## src/rtl/mem_reader_pkg.sv

```systemverilog
// Shared definitions for the memory dump reader: default word width and FSM encoding.
package mem_reader_pkg;

   localparam int MR_DATA_W = 16;

   typedef enum logic [2:0] {
      IDLE    = 3'd0,
      SET_A   = 3'd1,
      CAPTURE = 3'd2,
      SEND    = 3'd3,
      FIN     = 3'd4
   } state_t;

endpackage

```

## src/rtl/mem_reader.sv

```systemverilog
// Walks RAM from base for count words through the memory block's A register,
// presenting each (address, data) pair on a valid/ready output.
module mem_reader
   import mem_reader_pkg::*;
#(
   parameter int DATA_W = MR_DATA_W
) (
   input  logic              clk,
   input  logic              rst_n,
   input  logic              start,
   input  logic [DATA_W-1:0] base,
   input  logic [DATA_W-1:0] count,
   output logic              busy,
   output logic              done,
   output logic              m_storeA,
   output logic              m_storeD,
   output logic              m_store_ram,
   output logic [DATA_W-1:0] m_din,
   input  logic [DATA_W-1:0] m_outram,
   output logic              out_valid,
   input  logic              out_ready,
   output logic [DATA_W-1:0] out_data,
   output logic [DATA_W-1:0] out_addr
);

   state_t            state, state_nxt;
   logic [DATA_W-1:0] addr;
   logic [DATA_W-1:0] remaining;
   logic              last;

   assign last = (remaining == DATA_W'(1));

   always_ff @(posedge clk or negedge rst_n) begin
      if (!rst_n) state <= IDLE;
      else        state <= state_nxt;
   end

   always_comb begin
      state_nxt = state;
      case (state)
         IDLE:    if (start) state_nxt = (count != '0) ? SET_A : FIN;
         SET_A:   state_nxt = CAPTURE;
         CAPTURE: state_nxt = SEND;
         SEND:    if (out_ready) state_nxt = last ? FIN : SET_A;
         FIN:     state_nxt = IDLE;
         default: state_nxt = IDLE;
      endcase
   end

   // addr advances only on a non-final handshake, so out_addr always names the word sent
   always_ff @(posedge clk or negedge rst_n) begin
      if (!rst_n) begin
         addr      <= '0;
         remaining <= '0;
         out_data  <= '0;
         out_addr  <= '0;
      end else begin
         case (state)
            IDLE: begin
               if (start && count != '0) begin
                  addr      <= base;
                  remaining <= count;
               end
            end
            CAPTURE: begin
               out_data <= m_outram;
               out_addr <= addr;
            end
            SEND: begin
               if (out_ready && !last) begin
                  remaining <= remaining - DATA_W'(1);
                  addr      <= addr + DATA_W'(1);
               end
            end
            default: ;
         endcase
      end
   end

   // All strobes decode straight from the state register so reset clears them at once
   assign busy        = (state != IDLE);
   assign done        = (state == FIN);
   assign out_valid   = (state == SEND);
   assign m_storeA    = (state == SET_A);
   assign m_din       = (state == SET_A) ? addr : '0;
   assign m_storeD    = 1'b0;
   assign m_store_ram = 1'b0;

endmodule

```

## config.mk

```make
export PLATFORM = sky130hd
export DESIGN_NAME = mem_reader
export DESIGN_NICKNAME = d
export VERILOG_FILES = /design/src/rtl/mem_reader_pkg.sv /design/src/rtl/mem_reader.sv
export SDC_FILE = /design/constraint.sdc
export NUM_CORES = 1
export LEC_CHECK = 0
export BUFFER_PORTS_ARGS = -buffer_cell sky130_fd_sc_hd__buf_2
export CORE_ASPECT_RATIO = 0.9
export CORE_UTILIZATION = 40
export CTS_CLUSTER_SIZE = 24
export DETAILED_ROUTE_END_ITERATION = 8
export GPL_TIMING_DRIVEN = 0
export PLACE_DENSITY = 0.75
export SYNTH_ARGS = -nofsm -noshare
export SYNTH_HDL_FRONTEND = slang
export SYNTH_SLANG_ARGS = --single-unit
```

## constraint.sdc

```tcl
create_clock -name clk -period 2.4 [get_ports clk]
set_clock_uncertainty 0.1 [all_clocks]
set_input_delay 0.36 -clock clk [delete_from_list [all_inputs] [get_ports clk]]
set_output_delay 0.36 -clock clk [all_outputs]
set_load 0.03 [all_outputs]
```

==> metrics.txt <==
CTS tree=yes; Met1 Routed Length=4.35 mm; Worst setup EP type=flip-flop; Lkg Pwr=1.99 nW; Crit Path Max Fanout=17; setup_tns=0 ps; total gr overflow=0; FF+latch count, synth=67; Cell Pwr Density=1560 mW/mm^2; Final Instance Count excl. Fillers=605; # fillers=839; Final Util=0.520; Final Cycle Share=0.945; Async SR Flop Fraction=1.00; Synth top area share=0.477; Min Hold Slack=-3.51 ps; CTS Hold Bufs=0; antenna-violating nets left=0; Synth Instances=364; critical path class=flip-flop to flip-flop; area post-placement=0.00419 mm^2; Clock Sinks=67; post-route cell area=0.00445 mm^2; number of synthesized flops with an enable pin=0; Max clock buf depth=2; max-cap violation count=0; Post-Syn Area=0.00352 mm^2; CP cell instances=buf_2 -> nand2_1 -> or2_1 -> inv_4 -> nand2_2 -> o22ai_2 -> clkbuf_4 -> nand2_1 -> a22o_1; setup ws final=131 ps; failing checks=negative hold slack; total CTS buffers=9; Worst path most repeated cell=nand2_1; CORE AREA=0.00857 mm^2; Tot GR Track Use=0.226; Max stage delay on crit path=320 ps; Worst VDD drop=495 uV; Ys Warns=0; Die Ht=91.0 um; clock latency on the worst-skew pair=360 ps; arrival time worst endpoint=2420 ps; via count=3,407; Clock Pin Slew Worst Setup and Hold Paths=80 ps; unrepaired setup endpoints after global routing=yes; placed cell count=587; Die ar.=0.00917 mm^2; Root Driver=clkbuf_8; initial core utilization=0.410; Register Area=0.00168 mm^2; DR WL met3=746 um; I/O pins=106; WL/cell=16.5 um; Slew Viols, Final=0; count of final hold-check violations=2; top layer in use=met4; antenna violations before repair=0; status=finished, violations left; Core Rows=32; DR vias/cell=5.63; synth unique cells=47; chip width=101 um; Detailed Place HPWL=7.04 mm; Worst Tran Pin Value=843 ps; Worst Path Required=2550 ps; n_diodes=0; vias in the first global route=3,212; RePlAce Congestion=0.913; first drt pass iteration count=5; f_max=0.441 GHz; area added between synthesis and finish=26.6%; Final #Nets=536; syn avg cell area=9.66 um^2; CP Launch Type=flip-flop; port bufs=103; Synth Flop Type=dfrtp_1; first-pass GRT wire length=15.9 mm; headroom to the max-slew limit=0.438; Seq/Total Area, Yosys=0.477; Starting DRT DRC Count=241; setup violators final=0; met2 WL post-DR=4.72 mm; DP Worst Slack=-12.8 ps; Synth area leaders=dfrtp_1, mux2_2, a21oi_1, o21ai_0, nand2_1; area of the multi-input gates=0.00171 mm^2; Synth area leader=dfrtp_1; Period minus WS final=2270 ps; total power=6.93 mW; pin count of the biggest net entering global routing=68; Hold/Removal Path Class=input pin to asynchronous set/reset pin; Routed WL=9.99 mm; drt drc=0; CP max stage cell=dfrtp_1; H-tree level count=3; share of layout cells above drive strength 1=0.372
==> flip-flops by register name (all words and copies together), names as in the netlist <==
signal     flops
addr          16
out_addr      16
remaining     16
state          3
out_data      16
==> Yosys cell counts, types with 8 or more instances <==
cell type,n
nor3_1,12
nor4_1,13
a21oi_1,34
o21ai_0,30
nand2_1,39
buf_2,11
nor2_1,13
dfrtp_1,67
clkbuf_1,12
mux2_2,32
and2_1,16
o22ai_1,8
==> worst max-delay path, delay by kind of cell, from the launching register on <==
kind,cells,cell delay [ps]
buffers and inverters,3,710
AND/OR/NAND/NOR,4,570
AO/OA/AOI/OAI,2,480
flip-flops,1,320
==> routing by layer <==
layer	vias up	track usage
li1	1562	-
met1	1672	0.306
met2	156	0.345
met3	17	0.0554
met4	0	0.0966
met5	-	0
==> layout make-up <==
| class | count | area share |
|---|---|---|
| Buffer | 25 | 0.0281 |
| Clock buffer | 9 | 0.0278 |
| Clock inverter | 7 | 0.0225 |
| Inverter | 7 | 0.00646 |
| Multi-Input combinational cell | 265 | 0.384 |
| Sequential cell | 67 | 0.376 |
| Tap cell | 119 | 0.0334 |
| Timing Repair Buffer | 106 | 0.121 |
==> placed cells by master, fill, tap and decap left out, drive strengths merged, types with 3 or more instances in the layout <==
master | synthesis | routed
nor3b | 6 | 6
o2bb2ai | 6 | 6
and4 | 3 | 3
o21ai | 31 | 31
clkinv | 1 | 4
nand4 | 6 | 6
clkbuf | 12 | 21
nand2 | 40 | 40
nand3 | 5 | 5
a21oi | 35 | 35
or2 | 4 | 4
nor4 | 13 | 13
dfrtp | 67 | 67
nor3 | 12 | 12
nor2 | 13 | 13
ha | 3 | 3
and2 | 16 | 16
o22ai | 9 | 9
inv | 6 | 8
or4 | 3 | 3
buf | 14 | 119
a31oi | 5 | 5
mux2 | 32 | 32
==> repair_timing <==
| item | 4_1_cts | 5_1_grt |
|---|---|---|
| endpoints found under the setup margin | 18 | 29 |
| gates resized for setup | 3 | 7 |
| pin swaps | 0 | 0 |
| buffers inserted | 0 | 3 |
| hold endpoints to repair | 0 | 0 |
==> report_power, final <==
group / total [mW] / leakage, nW / internal [mW] / switching, mW
sequential: 2.19 / 0.777 / 1.69 / 0.503
clock: 1.08 / 0.114 / 0.592 / 0.485
combinational: 3.66 / 1.10 / 1.33 / 2.33
==> cell families (layout without fill, tap and decap cells) <==
| kind of cell | Yosys count | after routing | synth area share |
|---|---|---|---|
| adder cells (fa/ha/maj) | 3 | 3 | 0.0107 |
| flip-flops | 67 | 67 | 0.477 |
| buffers and inverters | 33 | 154 | 0.0427 |
| AND/OR/NAND/NOR | 125 | 125 | 0.188 |
| multiplexers | 32 | 32 | 0.102 |
| other | 1 | 2 | 0.00107 |
| AO/OA/AOI/OAI | 103 | 103 | 0.179 |
==> worst paths after layout <==
path	from	endpoint	slack [ps]	depth (start not counted)
min	rst_n	out_data[11]	-4	1
min in group clk	m_outram[10]	out_data[10]	130	2
max	state[1]	remaining[5]	130	9
min reg2reg	out_data[6]	out_data[6]	400	1
max reg2reg	state[1]	remaining[5]	130	9
max in group asynchronous	rst_n	addr[10]	1650	1
Note: power is estimated with default switching activity, not from simulation.
